<file path="src/rtl/la_mux_arb_pkg.sv">
// ---------------------------------------------------------------------------
// la_mux_arb_pkg
// Shared constants and helpers for the arbitrated multiplexer family.
//   MODE_RR / MODE_PRIO : arbitration mode strings accepted by MODE parameters
//   clog2()             : ceiling log2 for elaboration-time widths
//   sel_width()         : width of a channel index, never narrower than 1 bit
// ---------------------------------------------------------------------------
package la_mux_arb_pkg;

   localparam string MODE_RR   = "RR";
   localparam string MODE_PRIO = "PRIO";

   function automatic int clog2(input int n);
      int r;
      r = 0;
      while ((1 << r) < n) r++;
      return r;
   endfunction

   // A single channel still needs a 1-bit index port.
   function automatic int sel_width(input int n);
      return (n > 1) ? clog2(n) : 1;
   endfunction

endpackage

</file>
<file path="src/rtl/la_mux_arb_arbiter.sv">
// ---------------------------------------------------------------------------
// la_arbiter
// Combinational one-hot arbiter, reusable by any arbitrated cell.
//   req   [N]  : request vector
//   ptr   [PW] : round-robin start index (ignored in PRIO mode)
//   en         : when low, no grant is issued
//   grant [N]  : one-hot winner, all-zero when no request or en low
// ---------------------------------------------------------------------------
module la_arbiter
   import la_mux_arb_pkg::*;
#(
   parameter int    N    = 4,
   parameter string MODE = "RR",
   parameter int    PW   = sel_width(N)
) (
   input  logic [N-1:0]  req,
   input  logic [PW-1:0] ptr,
   input  logic          en,
   output logic [N-1:0]  grant
);

   localparam bit IS_PRIO = (MODE == MODE_PRIO);

   logic [N-1:0]   mask;
   logic [2*N-1:0] dbl;
   logic [2*N-1:0] lowest;

   // Double-width masked find: the low half holds only requests at or above
   // ptr, the high half holds all requests. The lowest set bit of the
   // concatenation is the first request searching upward from ptr with wrap.
   // In PRIO mode the mask is all ones, so the low half alone decides.
   always_comb begin
      mask = '0;
      for (int i = 0; i < N; i++) begin
         mask[i] = IS_PRIO || (i >= int'(ptr));
      end
      dbl    = {req, req & mask};
      lowest = dbl & (~dbl + 1'b1);
      grant  = en ? (lowest[N-1:0] | lowest[2*N-1:N]) : '0;
   end

endmodule

</file>
<file path="src/rtl/la_mux_arb.sv">
// ---------------------------------------------------------------------------
// la_mux_arb
// N-channel, W-bit arbitrated multiplexer with one output register stage.
//   clk       : clock, rising edge
//   nreset    : asynchronous active-low reset
//   in_valid  [N]   : per-channel valid
//   in_data   [N*W] : channel i at bits [i*W +: W]
//   in_ready  [N]   : per-channel ready, at most one bit high
//   out_valid       : output register holds a word
//   out_data  [W]   : registered data
//   out_sel   [SW]  : channel that supplied out_data
//   out_ready       : downstream accepts out_data
// ---------------------------------------------------------------------------
module la_mux_arb
   import la_mux_arb_pkg::*;
#(
   parameter int    N    = 4,
   parameter int    W    = 32,
   parameter string MODE = "RR",
   parameter string PROP = "DEFAULT",
   localparam int   SW   = sel_width(N)
) (
   input  logic           clk,
   input  logic           nreset,
   input  logic [N-1:0]   in_valid,
   input  logic [N*W-1:0] in_data,
   output logic [N-1:0]   in_ready,
   output logic           out_valid,
   output logic [W-1:0]   out_data,
   output logic [SW-1:0]  out_sel,
   input  logic           out_ready
);

   localparam bit IS_PRIO = (MODE == MODE_PRIO);

   logic          load;
   logic          en;
   logic [N-1:0]  grant;
   logic [SW-1:0] ptr;
   logic [SW-1:0] sel_next;
   logic [W-1:0]  data_next;
   logic          transfer;

   // The register takes a new word when empty or being drained. Gating with
   // nreset keeps every in_ready low while the cell is held in reset.
   assign load = ~out_valid | out_ready;
   assign en   = load & nreset;

   la_arbiter #(
      .N    (N),
      .MODE (MODE),
      .PW   (SW)
   ) u_arb (
      .req   (in_valid),
      .ptr   (ptr),
      .en    (en),
      .grant (grant)
   );

   // grant is a subset of in_valid, so any grant bit is a transfer.
   assign in_ready = grant;
   assign transfer = |grant;

   // One-hot AND-OR select of the winning word and its index.
   always_comb begin
      sel_next  = '0;
      data_next = '0;
      for (int i = 0; i < N; i++) begin
         data_next = data_next | (in_data[i*W +: W] & {W{grant[i]}});
         if (grant[i]) sel_next = sel_next | SW'(i);
      end
   end

   // Output stage: reload on transfer, empty on a drain without reload,
   // otherwise hold (which also freezes data and index during a stall).
   always_ff @(posedge clk or negedge nreset) begin
      if (!nreset) begin
         out_valid <= 1'b0;
         out_data  <= '0;
         out_sel   <= '0;
      end else if (transfer) begin
         out_valid <= 1'b1;
         out_data  <= data_next;
         out_sel   <= sel_next;
      end else if (out_ready) begin
         out_valid <= 1'b0;
      end
   end

   // Round-robin pointer exists only when there is something to rotate.
   if (N > 1 && !IS_PRIO) begin : g_ptr
      always_ff @(posedge clk or negedge nreset) begin
         if (!nreset) begin
            ptr <= '0;
         end else if (transfer) begin
            ptr <= (sel_next == SW'(N-1)) ? '0 : sel_next + 1'b1;
         end
      end
   end else begin : g_no_ptr
      assign ptr = '0;
   end

   // PROP is carried for the cell library only; behaviour is identical for
   // every value, so nothing is elaborated from it.
   if (PROP == "") begin : g_prop_unset
   end

endmodule

</file>
<file path="config.mk">
export PLATFORM = sky130hd
export DESIGN_NAME = la_mux_arb
export DESIGN_NICKNAME = d
export VERILOG_FILES = /design/src/rtl/la_mux_arb_pkg.sv /design/src/rtl/la_mux_arb_arbiter.sv /design/src/rtl/la_mux_arb.sv
export SDC_FILE = /design/constraint.sdc
export NUM_CORES = 1
export LEC_CHECK = 0
export CORE_MARGIN = 3
export CORE_UTILIZATION = 38
export CTS_CLUSTER_SIZE = 14
export DETAILED_ROUTE_END_ITERATION = 10
export PLACE_DENSITY = 0.95
export SYNTH_ARGS = -nofsm -noshare
export SYNTH_HDL_FRONTEND = slang
export SYNTH_SLANG_ARGS = --single-unit
</file>
<file path="constraint.sdc">
create_clock -name clk -period 2.7 [get_ports clk]
set_input_delay 0.405 -clock clk [delete_from_list [all_inputs] [get_ports clk]]
set_output_delay 0.405 -clock clk [all_outputs]
set_load 0.03 [all_outputs]
</file>
==> results.txt <==
Status: complete, no violations
Top-count cell post-synth: dfrtp_1
Worst VDD drop: 0.501 mV
WL final: 9280 µm
Post-Place Cells: 465
Final TNS setup: 0 ns
Setup-failing EPs final: 0
Remaining global-route overflow: 0
Min cycle time layout: 2.36 ns
Worst-skew pair later-pin latency: 0.28 ns
Number of synthesized flops with an enable pin: 0
R2R Path Start: ptr[1]$_DFFE_PN0P_
IO Pins: 174
Synthesized Nets: 369
Yosys reg bits: 37
Reg-to-reg slack, setup: 1.00 ns
Final Cycle Share: 87.2%
Internal power: 1.85 mW
Gate power share: 59.9%
Crit. End Element: output port
Hold-fix buffers at CTS: 0
Netlist cell types: 29
Non-filler cells, final: 472
CTS clk-pin slew, worst paths: 0.07 ns
Die W: 86.2 µm
Clock buffer count from CTS: 5
Worst Max-Slew Pin Slew: 0.488 ns
M3 GR Usage: 5.42%
Filler cells: 467
Psw: 1.40 mW
CTS tree: done
M1 GR Usage: 31.4%
Count of final max-slew check failures: 0
Path depth of the worst reg2reg path: 5
Drt drc: 0
Seq/Total Area, Yosys: 37.9%
Clock network fraction of design power: 11.9%
Layout Nets: 532
Setup ws final: 0.345 ns
Wire per inst: 19.7 µm
Worst EP arrival: 1.95 ns
GRT Overall Usage: 24.7%
Max_cap viols: 0
Antenna violation net count after detailed routing: 0
Post-CTS sizing: 0
Via count: 2780
Sinks on Clock Net: 37
R2r endpoint: out_sel[0]$_DFFE_PN0P_
Kind of critical path: input port to output port
CTS H-tree depth: 2
Endpoints failing hold: 0
Post-CTS setup repair buffer count: 0
Clock Tree Root: clkbuf_8
Diode count: 0
Sw Share: 43.1%
Leakage: 1.61 nW
Vias in the first global route: 2898
Synth cell count leaders: dfrtp_1 (37), nand2_1 (36), a22oi_1 (33)
Post-Syn Area: 2440 µm²
Drt first-iter violations: 103
Drt via density: 5.89
Largest cells by area after synthesis: dfrtp_1 (38%), o221ai_2 (13%), a32oi_1 (11%), a22oi_1 (10%), nand2_1 (5.5%)
Port bufs: 173
Ys async rst share: 100%
DP Worst Slack: 0.301 ns
Antenna violations before repair: 0
Max_slew headroom: 67.5%
Hpwl dp: 7190 µm
Fin util: 70.2%
Register share of total power: 28.2%
# rows: 28
Hold Crit Class: input port to asynchronous set/reset pin
Synth Instances: 234
First-pass GRT wire length: 14600 µm
Pin count of the biggest net entering global routing: 39
Gpl congestion: 0.873
YS warnings: 0
CORE AREA: 6060 µm²
Die Area: 7430 µm²
CTS max path bufs: 2
Starting Density: 40.3%
Syn_area_per_cell: 10.4 µm²
Max Freq: 425 MHz
Detailed Routing Iterations Pass 1: 4
Req. time, crit path: 2.30 ns
Synth area leader: dfrtp_1
Share of cells above drive strength 1: 13.1%
Max Fanout on Critical Path: 22
Yosys top cell area share: 37.9%
Startpoint Class: input port
Met2 usage: 43.1%
Power Density: 763 nW/µm²
Top_reg_cell synth: dfrtp_1
Clock skew: 0.00464 ns
Hold_ws: 0.236 ns
Die Y: 86.2 µm
RSZ-0062 raised after global routing: no
Global route hottest layer: met2
Area grow syn2layout: 74.1%
[cell type report]
class | count | area, µm² | area share, %
Timing Repair Buffer | 187 | 1830 | 43.1
Multi-Input combinational cell | 165 | 1310 | 30.8
Sequential cell | 37 | 926 | 21.8
Tap cell | 75 | 93.8 | 2.20
Inverter | 1 | 3.75 | 0.0882
Clock buffer | 7 | 86.3 | 2.03
[how the worst max path moves through the flow]
stage	from	to	slack, ns	cells after the start
2_1_floorplan	in_valid[0]	in_ready[1]	0.85	6
3_3_place_gp	in_valid[0]	out_sel[0]$_DFFE_PN0P_	0.41	7
3_5_place_dp	in_valid[0]	out_sel[0]$_DFFE_PN0P_	0.30	7
4_1_cts	in_valid[0]	in_ready[1]	0.36	6
5_1_grt	in_valid[0]	in_ready[1]	0.28	6
6_report	in_valid[0]	in_ready[1]	0.34	6
[power groups by stage]
stage                     Sequential, mW  Combinational (mW)  Clock (mW)
after global routing               0.943                2.07       0.421
after CTS                          0.911                1.96       0.398
after detailed placement           0.918                1.96           0
after floorplan                     1.29               0.794           0
after global placement             0.913                1.90           0
final                              0.914                1.95       0.386
[through the flow]
stage,instance area [µm²],power [mW]
floorplan,2440,2.08
global placement,4170,2.81
detailed placement,4170,2.87
CTS,4260,3.27
global route,4260,3.44
finish,4260,3.25
[routing by layer]
| layer | part of all wire, % | vias to the layer above |
|---|---|---|
| met3 | 7.9 | 10 |
| met4 | 1.2 | 0 |
| met1 | 40 | 1356 |
| li1 | - | 1292 |
| met5 | 0 | - |
| met2 | 51 | 122 |
[placed cells by master, fill, tap and decap left out, drive strengths merged, types with 4 or more instances in the layout]
master           n
clkbuf           7
dfrtp           37
nand2           36
o221ai          33
a32oi           32
clkdlybuf4s50  168
nor2             4
a22oi           33
buf             19
[registers in the layout, summed over array words and instances, names as in the netlist]
signal     cells
out_sel        2
out_valid      1
out_data      32
ptr            2
[worst max-delay path: stages]
cell             delay [ns]
clkdlybuf4s50_1        0.56
buf_4                  0.29
a21oi_1                0.08
o211a_1                0.26
and2_1                 0.17
buf_4                  0.16
[kinds of logic (layout without fill, tap and decap cells)]
| kind of cell | Yosys count | count (layout) | synth area share [%] |
|---|---|---|---|
| flip-flops | 37 | 37 | 37.9 |
| AND/OR/NAND/NOR | 54 | 54 | 10.2 |
| buffers and inverters | 32 | 195 | 8.85 |
| AO/OA/AOI/OAI | 111 | 111 | 43.0 |
Power figures use the tool's default switching activity.
==> edit: new RTL, config.mk and constraints unchanged <==
Make the reset (`nreset`) synchronous in 2 clocked blocks. Comments in the files are not updated.
--- a/src/rtl/la_mux_arb.sv
+++ b/src/rtl/la_mux_arb.sv
@@ -73,7 +73,7 @@
 
    // Output stage: reload on transfer, empty on a drain without reload,
    // otherwise hold (which also freezes data and index during a stall).
-   always_ff @(posedge clk or negedge nreset) begin
+   always_ff @(posedge clk) begin
       if (!nreset) begin
          out_valid <= 1'b0;
          out_data  <= '0;
@@ -89,7 +89,7 @@
 
    // Round-robin pointer exists only when there is something to rotate.
    if (N > 1 && !IS_PRIO) begin : g_ptr
-      always_ff @(posedge clk or negedge nreset) begin
+      always_ff @(posedge clk) begin
          if (!nreset) begin
             ptr <= '0;
          end else if (transfer) begin
Check against the original RTL: differs if nreset is asserted again (counterexample within 4 cycles, from zero or initial values and one cycle with nreset low); with nreset held inactive, the same outputs for 10 cycles.
==> edit against the unedited design <==
Routed wire length shrank 6.4%; sequential share of layout area shrank 3.0 points; via count grew 2.3%; register-to-register slack lost 0.34 ns; worst setup slack lost 0.17 ns; area after synthesis shrank 17%; fmax shrank 6.7%; sequential cell count is the same; count of clock-buffer cells in the layout shrank 2; cell area shrank 7.3%; critical endpoint is now in_ready[2].
Power is not compared: it rests on default switching activity, and its combinational part moved more than twofold at a synthesized area within 25%.
==> edit: results (changes against the unedited design) <==
[synthesis]
seq_area_frac_synth=0.3630  ; -0.01574
synth_nets=367  ; -0.54%
synth-warning-count=0  ; unchanged
synth.area.top_cells=dfxtp_1, a222oi_1, o41ai_1
synth.cells.most_frequent=dfxtp_1, a222oi_1, a31oi_1, nand2_1, o41ai_1
ys_types=27  ; -6.9%
postSynthCellCount=232  ; -0.85%
synth-async-reset-ratio=0  ; -1.000

[setup_path]
critPathMaxFanout=40  ; +82%
r2r_cells=6  ; +1
timing.rr.end=out_data[5]$_SDFFE_PN0P_
critPathLaunch=in_valid[1]
timing.rr.start=ptr[0]$_SDFFE_PN0P_
critPathSlowestCell=clkdlybuf4s50_1
slowest_delay_ns=0.52  ; -0.04 ns
r2r_setup_slack_ns=0.66  ; -0.34 ns
critPathArrivalTime_ns=2.12  ; +0.17 ns
crit_end=in_ready[2]

[clocking]
cts_root_buf=clkbuf_8
cts_buffers=5  ; unchanged
clkTransAtPathRegs_ns=0.08

[route]
drt_pass1_iterations=7  ; +3
dr_total_vias=2843  ; +2.3%
first_iter_violations=334  ; +220%
routed_wl_mm=8.680  ; -6.4%
post_drt_wl_per_cell_microns=18.79  ; -4.4%

[grt]
grt_pass1_wl_mm=13.43  ; -8.0%
grtUsageTotal=0.2714  ; +0.02418
grt_max_degree=41  ; +5.1%
antenna_found_initial=0  ; unchanged

[outcome]
status=finished, final reports clean

[placed_design]
hpwlAfterDp_mm=6.248  ; -13%
place.gp.congestion=0.9063  ; +3.8%
placed_cell_area_sq_um=3810  ; -8.6%
dp.cells=454  ; -2.4%

[hold_path]
whs_endpoint=out_data[13]$_SDFFE_PN0P_
hp-class=reg -> reg
hp-start=out_data[13]$_SDFFE_PN0P_

[timing]
tightest_slew_ns=0.4556  ; -0.03240 ns
skew_ns=0.007579  ; +0.002937 ns

[layout]
fillCellCount=396  ; -15%
final_layout_size_suffix_gt1_frac=0.07143  ; -0.05955
finalNetCount=526  ; -1.1%

==> edit: changes by cell type after synthesis, sizes merged, moves of 3 or more <==
cell | before | now
o221ai | 33 | 0
clkbuf | 3 | 26
dfxtp | 0 | 37
a222oi | 0 | 32
a22oi | 33 | 0
nor2b | 3 | 0
nor3 | 0 | 3
o41ai | 0 | 32
a32oi | 32 | 0
nand2 | 36 | 32
a31oi | 0 | 32
dfrtp | 37 | 0
buf | 28 | 7
nor3b | 0 | 4
==> edit: layout make-up <==
class / instances / area share
Clock buffer: 5 / 0.01745
Clock inverter: 3 / 0.01650
Inverter: 1 / 0.0009518
Multi-Input combinational cell: 161 / 0.2925
Sequential cell: 37 / 0.1878
Tap cell: 70 / 0.02221
Timing Repair Buffer: 185 / 0.4626
==> edit: metrics by stage <==
stage / setup WS, ns / hold WS, ns
floorplan: 0.8333 / 0.5567
global placement: 0.3321 / 0.5324
detailed placement: 0.2219 / 0.5421
CTS: 0.1983 / 0.5606
global route: 0.07383 / 0.5935
finish: 0.1760 / 0.5579
==> edit: critical path: cells and delay by family <==
| family | cells | cell delay [ns] |
|---|---|---|
| compound gates | 1 | 0.13 |
| buf+inv | 3 | 1.13 |
| simple gates | 2 | 0.43 |
==> edit: kinds of logic (layout without fill, tap and decap cells) <==
group           Yosys count  after routing  synth area share
compound gates          109            109            0.4427
buf+inv                  34            194           0.08032
flops                    37             37            0.3630
simple gates             52             52            0.1140
==> edit: power by group <==
part           total [mW]  switching [mW]  internal [mW]
clock               0.569           0.202          0.367
combinational       0.922           0.469          0.452
sequential          0.686          0.0504          0.636
==> edit: routing by layer <==
layer	wire, microns	up-vias	global-route usage
met5	0	-	0
met4	306	0	0.1271
met3	816	32	0.09070
met2	4691	175	0.4840
met1	2865	1334	0.2857
li1	-	1302	-
